$ cat config.mk
export PLATFORM = sky130hd
export DESIGN_NAME = mux_nt1_pipe
export DESIGN_NICKNAME = d
export VERILOG_FILES = /design/src/rtl/mux_pkg.sv /design/src/rtl/mux_nt1_comb.sv /design/src/rtl/mux_nt1_pipe.sv
export SDC_FILE = /design/constraint.sdc
export NUM_CORES = 1
export LEC_CHECK = 0
export ABC_CLOCK_PERIOD_IN_PS = 2500
export CAP_MARGIN = 20
export CELL_PAD_IN_SITES_DETAIL_PLACEMENT = 1
export CELL_PAD_IN_SITES_GLOBAL_PLACEMENT = 1
export CORE_ASPECT_RATIO = 0.7
export CORE_MARGIN = 10
export CORE_UTILIZATION = 49
export DETAILED_ROUTE_END_ITERATION = 6
export DONT_BUFFER_PORTS = 1
export GPL_TIMING_DRIVEN = 0
export PLACE_DENSITY = 0.83
export SLEW_MARGIN = 15
export SYNTH_ARGS = -nofsm -noshare
export SYNTH_HDL_FRONTEND = slang
export SYNTH_SLANG_ARGS = --single-unit
$ cat constraint.sdc
create_clock -name clk -period 2.5 [get_ports clk]
set_input_delay 0.625 -clock clk [delete_from_list [all_inputs] [get_ports clk]]
set_output_delay 0.625 -clock clk [all_outputs]
set_load 0.1 [all_outputs]
$ cat src/rtl/mux_pkg.sv
// Shared types and limits for the N:1 pipelined selector.
package mux_pkg;

  localparam int MUX_N_MAX = 16;

  typedef enum logic [1:0] {
    EMPTY = 2'b00,
    ONE   = 2'b01,
    TWO   = 2'b10
  } state_t;

endpackage

$ cat src/rtl/mux_nt1_comb.sv
// Combinational N:1 channel selector; selects outside 0..N-1 yield zero.
module mux_nt1_comb #(
  parameter int WIDTH = 32,
  parameter int N     = 4,
  localparam int SEL_W = $clog2(N)
) (
  input  logic [SEL_W-1:0]   s,
  input  logic [N*WIDTH-1:0] I,
  output logic [WIDTH-1:0]   sel
);

  always_comb begin
    sel = '0;
    for (int k = 0; k < N; k++) begin
      if (32'(s) == k) sel = I[k*WIDTH +: WIDTH];
    end
  end

endmodule

$ cat src/rtl/mux_nt1_pipe.sv
// N:1 selector with a two-entry skid buffer behind a valid/ready handshake.
// Optional sticky out-of-range flag enabled by defining MUX_SEL_ERR_EN.
module mux_nt1_pipe
  import mux_pkg::*;
#(
  parameter int WIDTH = 32,
  parameter int N     = 4,
  localparam int SEL_W = $clog2(N)
) (
  input  logic               clk,
  input  logic               rst,
  input  logic [SEL_W-1:0]   s,
  input  logic [N*WIDTH-1:0] I,
  input  logic               in_valid,
  output logic               in_ready,
  output logic [WIDTH-1:0]   out,
  output logic               out_valid,
  input  logic               out_ready
`ifdef MUX_SEL_ERR_EN
  ,
  output logic               sel_err,
  input  logic               err_clr
`endif
);

  if (N < 2 || N > MUX_N_MAX) begin : g_bad_n
    $error("mux_nt1_pipe: N out of supported range");
  end

  state_t             r_state;
  logic [WIDTH-1:0]   r_out;
  logic               r_out_valid;
  logic [WIDTH-1:0]   r_skid_d;
  logic               r_skid_v;
  logic [WIDTH-1:0]   w_sel;
  logic               w_acc;
  logic               w_con;

  mux_nt1_comb #(.WIDTH(WIDTH), .N(N)) u_comb (
    .s   (s),
    .I   (I),
    .sel (w_sel)
  );

  // in_ready comes straight from the skid flop so out_ready never reaches upstream
  assign in_ready  = ~r_skid_v;
  assign out       = r_out;
  assign out_valid = r_out_valid;
  assign w_acc     = in_valid & ~r_skid_v;
  assign w_con     = r_out_valid & out_ready;

  always_ff @(posedge clk or posedge rst) begin
    if (rst) begin
      r_state     <= EMPTY;
      r_out       <= '0;
      r_out_valid <= 1'b0;
      r_skid_d    <= '0;
      r_skid_v    <= 1'b0;
    end else begin
      case (r_state)
        EMPTY: begin
          if (w_acc) begin
            r_state     <= ONE;
            r_out       <= w_sel;
            r_out_valid <= 1'b1;
          end
        end
        ONE: begin
          if (w_acc && w_con) begin
            r_out <= w_sel;
          end else if (w_acc) begin
            r_state  <= TWO;
            r_skid_d <= w_sel;
            r_skid_v <= 1'b1;
          end else if (w_con) begin
            r_state     <= EMPTY;
            r_out_valid <= 1'b0;
          end
        end
        TWO: begin
          if (w_con) begin
            r_state  <= ONE;
            r_out    <= r_skid_d;
            r_skid_v <= 1'b0;
          end
        end
        default: begin
          r_state     <= EMPTY;
          r_out_valid <= 1'b0;
          r_skid_v    <= 1'b0;
        end
      endcase
    end
  end

`ifdef MUX_SEL_ERR_EN
  logic r_sel_err;
  logic w_oor;

  assign w_oor   = (32'(s) >= N);
  assign sel_err = r_sel_err;

  // a new error wins over a clear arriving in the same cycle
  always_ff @(posedge clk or posedge rst) begin
    if (rst)                 r_sel_err <= 1'b0;
    else if (w_acc && w_oor) r_sel_err <= 1'b1;
    else if (err_clr)        r_sel_err <= 1'b0;
  end
`endif

endmodule

---- Yosys cells after proc, flatten, opt, wreduce, memory -nomap -nowiden ----
Cells that the tools add are included.
word-level totals
  flip-flop bits (word level) ............. 68
  bits in latches ......................... 0
  memory bits (writable) .................. 0
  ROM bits ................................ 0
  bits of input ports ..................... 134
  output and inout bits ................... 34
  word-level logic and storage cells ...... 54
  memories kept ........................... 0
cells by class
  add/subtract/negate cells ............... 0
  multipliers ............................. 0
  divide/modulo/power cells ............... 0
  $lt $le $gt $ge ......................... 0
  equality and inequality tests ........... 13
  shifts and indexed selects .............. 0
  mux-type cells .......................... 21
  bitwise logic cells ..................... 6
  reductions and logical operators ........ 9
operators by type and width
  operator                                             number
  two-way mux 32 bit                                   7
  case mux 32 bit (3 select lines)                     1
  inequality test 2 bit, second input constant         7
  AND reduction 4 bit                                  3
  two-way mux 2 bit                                    5
  equality test 2 bit, second input constant           3
  case mux 1 bit (3 select lines)                      2
  case mux 2 bit (3 select lines)                      1
  two-way mux 1 bit                                    5
  AND reduction 5 bit                                  1
  equality test 2 x 1 -> 1 bit, second input constant  2
  zero test 2 bit                                      2
  NOT 1 bit                                            4
  inequality test 3 bit, second input constant         1
  AND reduction 3 bit                                  1
  nonzero test 3 bit                                   1
  bitwise AND 1 bit                                    2
  logical AND 1 bit                                    1

---- Logic depth before layout (Yosys ltp) ----
Gate-level depths: netlist of run 1.
  word-level depth ........................ 7
  mapped depth ............................ 7

---- Hierarchy ----
Synthesis of run 1 repeated with hierarchy kept, for this count alone.
second synthesis, totals
  cell total of the unflattened synthesis .. 233
  area total of the unflattened synthesis .. 3890.0 um^2
by module, submodules not included
  module        instances  cells an instance  area each (um^2)  sequential area each (um^2)
  mux_nt1_pipe  1          194                3075.4            1701.6
  mux_nt1_comb  1          39                 814.5             0.0

---- Worst setup path after synthesis of run 1 ----
OpenSTA, ideal clock, no wires.
  kind .................................... reg-to-reg
  start point ............................. register r_out_valid, in the netlist out_valid
  end point ............................... register r_out[6], in the netlist out[6]
  library setup time ...................... 126 ps
  arrival ................................. 2037 ps
  slack ................................... 337 ps
  cell stages (with the launch flop) ...... 6
  buffers on the path ..................... 1
  path through ............................ dfrtp_1 -> and3_1 -> o21ba_1 -> a21oi_2 -> buf_2 -> mux2_2
on the way
  word-level cells in the longest chain between the ends .. 4
  elaborated cells on any way between the ends .. 5
ends and longest elaborated chain
  what                             RTL line            text
  from (decl)                      mux_nt1_pipe.sv:32  logic r_out_valid;
  from (signal assigned)           mux_nt1_pipe.sv:56  r_out_valid <= 1'b0;
  from (signal assigned)           mux_nt1_pipe.sv:65  r_out_valid <= 1'b1;
  from (signal assigned)           mux_nt1_pipe.sv:77  r_out_valid <= 1'b0;
  bitwise AND 1 bit *              mux_nt1_pipe.sv:50  assign w_con = r_out_valid & out_ready;
  logical AND 1 bit                mux_nt1_pipe.sv:69  if (w_acc && w_con) begin
  inequality test 2 bit (no line)  -
  AND reduction 4 bit (no line) *  -
  to (signal assigned)             mux_nt1_pipe.sv:64  r_out <= w_sel;
  to (signal assigned)             mux_nt1_pipe.sv:70  r_out <= w_sel;
  to (signal assigned)             mux_nt1_pipe.sv:83  r_out <= r_skid_d;
  to (decl)                        mux_nt1_pipe.sv:31  logic [WIDTH-1:0] r_out;
Mark *: on every way between the ends. The rest lies on a longest branch, timed or not.
A chain may end at the register's enable or synchronous reset.

---- Worst setup path after layout of run 1 ----
  start point ............................. register r_out_valid, in the netlist out_valid
  end point ............................... register r_out[27], in the netlist out[27]
Same word-level chain as after synthesis.

==> results.sh, run 1 <==
export IMPL_finalCritPeriodShare=0.8880
export IMPL_grt_pass1_vias=3452
export IMPL_cts_sinks=68
export IMPL_fillerInstances=890
export IMPL_rsz0062_at_grt="no"
export IMPL_area_growth_syn_to_layout_pct=11.84
export IMPL_fmax_mhz=450.4
export IMPL_p_per_area_nw_per_um2=1219
export IMPL_final_min_clock_period_ps=2220
export IMPL_routed_wl_um=12960
export IMPL_utilization=0.5664
export IMPL_worst_setup_path_start_kind="flop"
export IMPL_setup_violations=0
export IMPL_arrival_ps=2430
export IMPL_drive_above_1_share=0.3150
export IMPL_hold_buffers=0
export IMPL_ir_worst_vdd_mv=0.9923
export IMPL_placed_area_um2=4484
export IMPL_die_y_um=98.48
export IMPL_min_delay_path_class="in2async"
export IMPL_design_area_um2=4822
export IMPL_coreArea_um2=8513
export IMPL_final_cell_mix="mux2i_1 (79), dfrtp_1 (67), mux2_2 (45)"
export IMPL_track_usage=0.1979
export IMPL_ys_ff_latch=68
export IMPL_required_ps=2710
export IMPL_gp_congestion=0.8101
export IMPL_drcViolationCount=0
export IMPL_rows=28
export IMPL_overflow=0
export IMPL_synth_cell_types=25
export IMPL_yosysSeqAreaShare=0.3947
export IMPL_hpwl_um=9952
export IMPL_start_util=0.5065
export IMPL_root_buffer="clkbuf_16"
export IMPL_firstDrtPassIters=4
export IMPL_slew_headroom=0.3731
export IMPL_numCtsBuffers=9
export IMPL_n_antenna_cell=0
export IMPL_via_per_inst=6.046
export IMPL_hold_viol=0
export IMPL_setup_slack_ps=279.9
export IMPL_slew_violations=0
export IMPL_synth_warnings=0
export IMPL_crit_path_end_kind="flop"
export IMPL_clk_path_buf_depth=2
export IMPL_synthMuxAreaShare=0.3506
export IMPL_worst_skew_pair_late_latency_ps=330
export IMPL_postRouteAntennaNets=0
export IMPL_final_nets=510
export IMPL_path_class="reg2reg"
export IMPL_synthSimpleGateAreaFrac=0.06123
export IMPL_drv_cap=0
export IMPL_seq_area_um2=1703
export IMPL_skew_ps=5.486
export IMPL_synth_net_count=498
export IMPL_die_area_um2=13010
export IMPL_antenna_found_initial=0
export IMPL_netlist_area_um2=4312
export IMPL_synth_top_family_by_area="multiplexers"
export IMPL_io_buffers=0
export IMPL_drtIter0Drc=171
export IMPL_cts_tree="yes"
export IMPL_synth_xor_xnor_area_share=0
export IMPL_avgSynthCellArea_um2=11.85
export IMPL_htreeDepth=3
export IMPL_power_leakage_nw=2.240
export IMPL_clk_pin_slew_ps=60
export IMPL_layout_commonest_cell="mux2i_1"
export IMPL_dp_slack_ps=-24.18
export IMPL_routedWlPerCell_um=25.88
export IMPL_multiInputGateArea_um2=2385
export IMPL_worst_pin_slew_ps=940.4
export IMPL_grt_first_pass_wirelength_um=20570
export IMPL_total_power_mw=5.878
export IMPL_crit_fanout=10
export IMPL_synthCells=364
export IMPL_synth_compound_area_frac=0.1413
export IMPL_reg2reg_depth=5
export IMPL_yosys_area_share_adder=0
export IMPL_via_count=3029
export IMPL_die_w_um=132.1
export IMPL_ioPinCount=168
export IMPL_status="completed"
export IMPL_grt_max_degree=36
[power by group]
group          internal (mW)  leakage (nW)  switching, mW
Clock                  0.951         0.169          0.463
Sequential              1.46         0.850           2.30
Combinational          0.388          1.22          0.316
[per-stage QoR]
step,hold slack (ps),cells,setup TNS [ps]
floorplan,450.5,364,0
global route,205.4,501,0
global placement,462.7,484,-47530
detailed placement,472.2,485,-112.6
finish,182.7,501,0
CTS,194.5,501,0
[synth_stat cells (all sizes together)]
master,number,area share
a21oi,1,0.0020
o21ba,1,0.0023
a31oi,1,0.0015
and3,1,0.0015
nor2,33,0.029
o32ai,1,0.0020
o21ai,20,0.023
nand2b,2,0.0029
a221oi,32,0.11
and2,1,0.0020
inv,4,0.0035
nand2,19,0.017
buf,22,0.041
nor2b,1,0.0032
nand3,3,0.0035
a21o,1,0.0017
dfrtp,68,0.39
mux2,64,0.17
clkbuf,9,0.0078
nor3b,1,0.0029
mux2i,79,0.18
[state kept, by name, indices dropped and copies added, names as in the netlist]
| signal | cells |
|---|---|
| r_state | 2 |
| r_skid_d | 32 |
| out | 32 |
| out_valid | 1 |
| r_skid_v | 1 |
[final timing paths]
check | end | slack (ps) | startpoint
max | out[27] | 280 | out_valid
min | r_skid_d[9] | 180 | rst
max reg2reg | out[27] | 280 | out_valid
min reg2reg | r_skid_d[25] | 490 | r_skid_d[25]
max in group asynchronous | out_valid | 1770 | rst
min in group clk | r_skid_d[25] | 490 | r_skid_d[25]
[area by class of cell]
cell class                 count  share of cell area
clock inverter                 4             0.01453
clock buffer                  12             0.05527
buffer                        31             0.04359
inverter                       4            0.003633
multi-input combinational    261              0.4946
timing repair buffer           1            0.004152
tap                          120             0.03114
sequential                    68              0.3531
[layer usage]
| layer | part of all wire | GRT usage | routed length (um) | up-vias |
|---|---|---|---|---|
| met5 | 0 | 0 | 0 | - |
| met1 | 0.44 | 0.2433 | 5684 | 1535 |
| met2 | 0.48 | 0.3251 | 6248 | 102 |
| li1 | - | - | - | 1380 |
| met4 | 0.0080 | 0.04433 | 104 | 0 |
| met3 | 0.072 | 0.07353 | 927 | 12 |
[cell families after synthesis]
group	Yosys count
mux	143
flops	68
simple gates	61
compound gates	57
buf+inv	35
[worst max-delay path, cell delays in order, from the launching register on]
cell and delay [ps]:
dfrtp_2 620, and3_1 290, o21ba_1 190, a21oi_2 260, buf_2 350, mux2_2 380
[timing repair]
action	in CTS	in global routing
buffers inserted	0	0
resized for setup	1	0
endpoints found under the setup margin	5	0
No activity file was read; power rests on OpenSTA's default activity.
==> run 2, diff against run 1 <==
--- a/config.mk
+++ b/config.mk
@@ -6,7 +6,6 @@
 export NUM_CORES = 1
 export LEC_CHECK = 0
 export ABC_CLOCK_PERIOD_IN_PS = 2500
-export CAP_MARGIN = 20
 export CELL_PAD_IN_SITES_DETAIL_PLACEMENT = 1
 export CELL_PAD_IN_SITES_GLOBAL_PLACEMENT = 1
 export CORE_ASPECT_RATIO = 0.7
==> results of run 2 <==
The final DEF is identical to that of run 1; final timing and power are the same.
==> RTL change 1 (flow settings as in run 1) <==
The 3 states of `state_t` get a one-hot encoding in 3 bits.
--- a/src/rtl/mux_pkg.sv
+++ b/src/rtl/mux_pkg.sv
@@ -3,10 +3,10 @@
 
   localparam int MUX_N_MAX = 16;
 
-  typedef enum logic [1:0] {
-    EMPTY = 2'b00,
-    ONE   = 2'b01,
-    TWO   = 2'b10
+  typedef enum logic [2:0] {
+    EMPTY = 3'b001,
+    ONE   = 3'b010,
+    TWO   = 3'b100
   } state_t;
 
 endpackage
Check against the original RTL: no difference found for any inputs over 4 cycles, from zero or initial values and one cycle with rst high; so few cycles prove little.
==> RTL change 1 against run 1 <==
  * Critical endpoint is now r_skid_d[4]
  * Non-clock buffer count decreased by 11
  * First-iteration DRC count decreased by 9.9%
  * Area after synthesis decreased by 11%
  * Design area decreased by 14%
  * Setup slack improved by 0.0087 ns
  * Sequential cell count increased by 1
  * Global-route usage decreased by 2.0 points
  * Clock skew increased by 0.0018 ns
  * Highest routed layer unchanged
  * Worst hold slack got worse by 0.12 ns
  * Final cell count decreased by 21%
  * Wire length decreased by 19%
  * Critical path depth decreased by 1
Power is not compared: it rests on default switching activity, and its combinational part moved more than twofold at a synthesized area within 25%.
==> RTL change 1: results (changes against run 1) <==
stage	metric	value	unit	change
drt	Avg WL per Cell	26.6	um	+2.7%
drt	routed vias/inst	6.05		about the same
grt	GR Util met3	0.0902		+0.0167
yosys	Ys Warns	0		unchanged
yosys	Post-Syn Nets	415		-17%
drt	Vias	2396		-21%
timing	Clock Skew	0.00726	ns	+0.00177 ns
grt	pin count of the biggest net entering global routing	60		+67%
layout	nets	427		-16%
timing	Tmin final	2.21	ns	-0.00873 ns
yosys	mux cell area share after synthesis	0.366		+0.0153
clock_tree	Skew-Pair Late Insertion Delay	0.34	ns	
floorplanning	# rows	26		-7.1%
layout	layout cell share with drive strength beyond 1	0.423		+0.108
clock_tree	Root Buffer Master	clkbuf_8		
grt	GRT met2 Usage	0.311		-0.0144
placement	placed cells	380		-22%
drt	initial drt markers	154		-9.9%
yosys	commonest cells in the netlist	68 x dfrtp_1, 36 x nor2_1, 32 x mux2_2, 32 x mux2i_1, 32 x mux4_2		
yosys	Compound-Gate Fraction of Synth Area	0.0908		-0.0505
yosys	sequential cell area fraction in the yosys report	0.451		+0.0565
grt	met1 Use GR	0.184		-0.0588
placement	hpwl dp	8320	um	-16%
drt	metal3 WL	1080	um	+17%
grt	Overall Global Routing Usage	0.178		-0.0201
worst_setup_path	Critical Path Max Stage Delay	0.72	ns	+0.10 ns
timing	Least-Margin Pin Slew	0.957	ns	+0.0167 ns
grt	first-pass GRT wire length	16300	um	-21%
timing	WHS	0.0611	ns	-0.122 ns
placement	Post-Place Worst Slack	-0.131	ns	-0.107 ns
placement	gp weighted congestion	0.797		-1.6%
power	switch share	0.551		
drt	M1 WL	3830	um	-33%
run_status	status	finished, final reports clean		
yosys	synth top area cells	dfrtp_1 44%, mux4_2 19%, mux2_2 9.4%		
drt	met2 routed WL	5490	um	-12%
yosys	Avg Cell Area, Syn	13.6	um^2	+15%
worst_setup_path	Reg2Reg Depth	4		-1
worst_setup_path	r2r endpoint	r_skid_d[4]		
grt	number of global-route vias before repair	2896		-16%
-- RTL change 1: metrics by stage --
step                      TNS [ns]  cell area, um^2
after floorplan                  0             3830
after global placement      -50.00             3950
after detailed placement     -3.13             3980
after CTS                        0             4170
after global routing             0             4170
final                            0             4170
-- RTL change 1: repair_timing --
action | CTS | global route
setup endpoints to repair | 29 | 0
endpoints found under the hold margin | 0 | 0
resized for setup | 1 | 0
-- RTL change 1: layout make-up --
cell class | count | area (um^2)
fill | 757 | 3280
multi-input combinational | 190 | 1960
sequential | 69 | 1730
clock buffer | 15 | 156
buffer | 20 | 131
tap | 98 | 123
clock inverter | 1 | 30.0
timing repair buffer | 1 | 27.5
inverter | 2 | 10.0
-- RTL change 1: logic make-up after synthesis --
kind of cell / Yosys count
multiplexers: 96
AND/OR/NAND/NOR: 52
AO/OA/AOI/OAI: 42
flip-flops: 69
buffers and inverters: 22
==> RTL change 2 (config.mk and constraints of run 1) <==
Without the edit above. The option `MUX_SEL_ERR_EN` is turned on by a define.
--- a/src/rtl/mux_nt1_pipe.sv
+++ b/src/rtl/mux_nt1_pipe.sv
@@ -1,5 +1,7 @@
 // N:1 selector with a two-entry skid buffer behind a valid/ready handshake.
 // Optional sticky out-of-range flag enabled by defining MUX_SEL_ERR_EN.
+`define MUX_SEL_ERR_EN
+
 module mux_nt1_pipe
   import mux_pkg::*;
 #(
Interface: changed (added err_clr and sel_err); port bits go from 168 to 170. No check against the original RTL was run, so the function may have changed too.
==> RTL change 2 against run 1 <==
  * Area after synthesis shrank 1.5%
  * Sequential cell count is the same
  * Sequential power is essentially flat
  * Wire length is essentially flat
  * Setup slack gained 0.047 ns
  * Non-clock buffer count grew 1
  * Total power shrank 2.5%
  * Design area shrank 1.9%
  * Critical path type unchanged
  * Largest cell class unchanged
  * Largest power group unchanged
  * Highest routed layer unchanged
==> RTL change 2: results (changes against run 1) <==
stage	metric	value	unit	change
layout	# fillers	874		-1.8%
grt	number of global-route vias before repair	3566		+3.3%
drt	Vias	3059		+0.99%
worst_setup_path	R2R Setup Slk	0.33	ns	+0.05 ns
yosys	Post-Syn Nets	504		+1.2%
clock_tree	Skew-Pair Late Insertion Delay	0.34	ns	
grt	initial antenna violation count	0		unchanged
run_status	status	finished, final reports clean		
yosys	Netlist cell types	29		+16%
grt	pin count of the biggest net entering global routing	58		+61%
power	Max VDD drop	0.784	mV	-21%
layout	fin cells	506		+1.0%
yosys	sequential cell area fraction in the yosys report	0.400		+0.00581
power	Pleak	0.00222	uW	-0.89%
placement	placed cells	490		+1.0%
placement	hpwl dp	9880	um	-0.69%
clock_tree	CTS Buf Count	9		unchanged
yosys	synth top area cells	dfrtp_1 40%, mux2i_1 18%, mux2_2 12%		
layout	nets	516		+1.2%
placement	gp weighted congestion	0.787		-2.8%
drt	Total Wirelength	13000	um	about the same
clock_tree	Root Buffer Master	clkbuf_16		
worst_setup_path	CP arrival	2.39	ns	-0.04 ns
drt	initial drt markers	126		-26%
placement	Post-Place Worst Slack	0.0648	ns	+0.0890 ns
timing	Clock Skew	0.00472	ns	-0.000770 ns
yosys	Post-Synthesis Cells	369		+1.4%
clock_tree	clock slew at reported path FFs	0.05	ns	
clock_tree	setup bufs post-CTS	0		unchanged
clock_tree	post_cts resized	0		-1
layout	layout cell share with drive strength beyond 1	0.275		-0.0403
timing	Least-Margin Pin Slew	0.935	ns	-0.00579 ns
grt	total gr overflow	0		unchanged
grt	Overall Global Routing Usage	0.196		-0.00144
worst_setup_path	r2r endpoint	out[25]		
grt	first-pass GRT wire length	20200	um	-1.7%
yosys	commonest cells in the netlist	76 x mux2i_1, 68 x dfrtp_1, 46 x mux2_2		
## RTL change 2: cell types whose count changed in the layout (fill, tap and decap cells not counted), moves of 2 or more
cell	change
a221oi_1	+16
a221oi_2	-16
buf_2	-4
buf_6	+3
mux2i_1	-3
nand2_1	+3
o21ai_0	+3
buf_4	+2
bufinv_16	-2
clkbuf_8	+2
clkinv_2	-2
mux2_1	-2
## RTL change 2: critical path, cell delays in order (launching register included)
cell     delay, ns
dfrtp_2       0.62
and3_1        0.29
o21ba_1       0.19
a21oi_2       0.36
buf_6         0.23
mux2_2        0.36
## RTL change 2: how the worst max path moves through the flow
stage	start	endpoint	slack [ns]	cells past startpoint
CTS	out_valid	out[25]	0.06	5
detailed placement	out_valid	out[25]	0.06	5
floorplan	rst	out[0]	0.16	1
finish	out_valid	out[25]	0.33	5
global route	out_valid	out[18]	0.27	5
global placement	rst	out[16]	-0.68	1
## RTL change 2: cell families after synthesis
family          synth area share
buf+inv                   0.0598
flops                      0.400
mux                        0.350
compound gates             0.123
simple gates              0.0660
other cells             0.000883
## RTL change 2: routing by layer
layer | wire length, um | global-route usage
met2 | 6610 | 0.341
met1 | 5440 | 0.227
met3 | 759 | 0.0650
met5 | 0 | 0
met4 | 151 | 0.0580
## RTL change 2: cell type report
| class | instances | area share |
|---|---|---|
| multi-input cells | 265 | 0.485 |
| flip-flops and latches | 68 | 0.360 |
| clock buffers | 16 | 0.0637 |
| plain buffers | 32 | 0.0505 |
| well taps | 120 | 0.0317 |
| repair buffers | 1 | 0.00582 |
| inverters | 4 | 0.00370 |
## RTL change 2: per-stage QoR
step	TNS [ns]	total power [uW]	area, um^2	hold slack [ns]
after detailed placement	0	4500	4430	0.426
after CTS	0	5770	4730	0.0724
after global routing	0	5930	4730	0.0730
after floorplan	0	4230	4250	0.451
final	0	5730	4730	0.0735
after global placement	-45.69	4410	4400	0.463
## RTL change 2: power by group
| part | switching (uW) | total, uW | internal, uW |
|---|---|---|---|
| logic | 312 | 697 | 385 |
| registers | 2300 | 3760 | 1470 |
| clock network | 464 | 1270 | 808 |
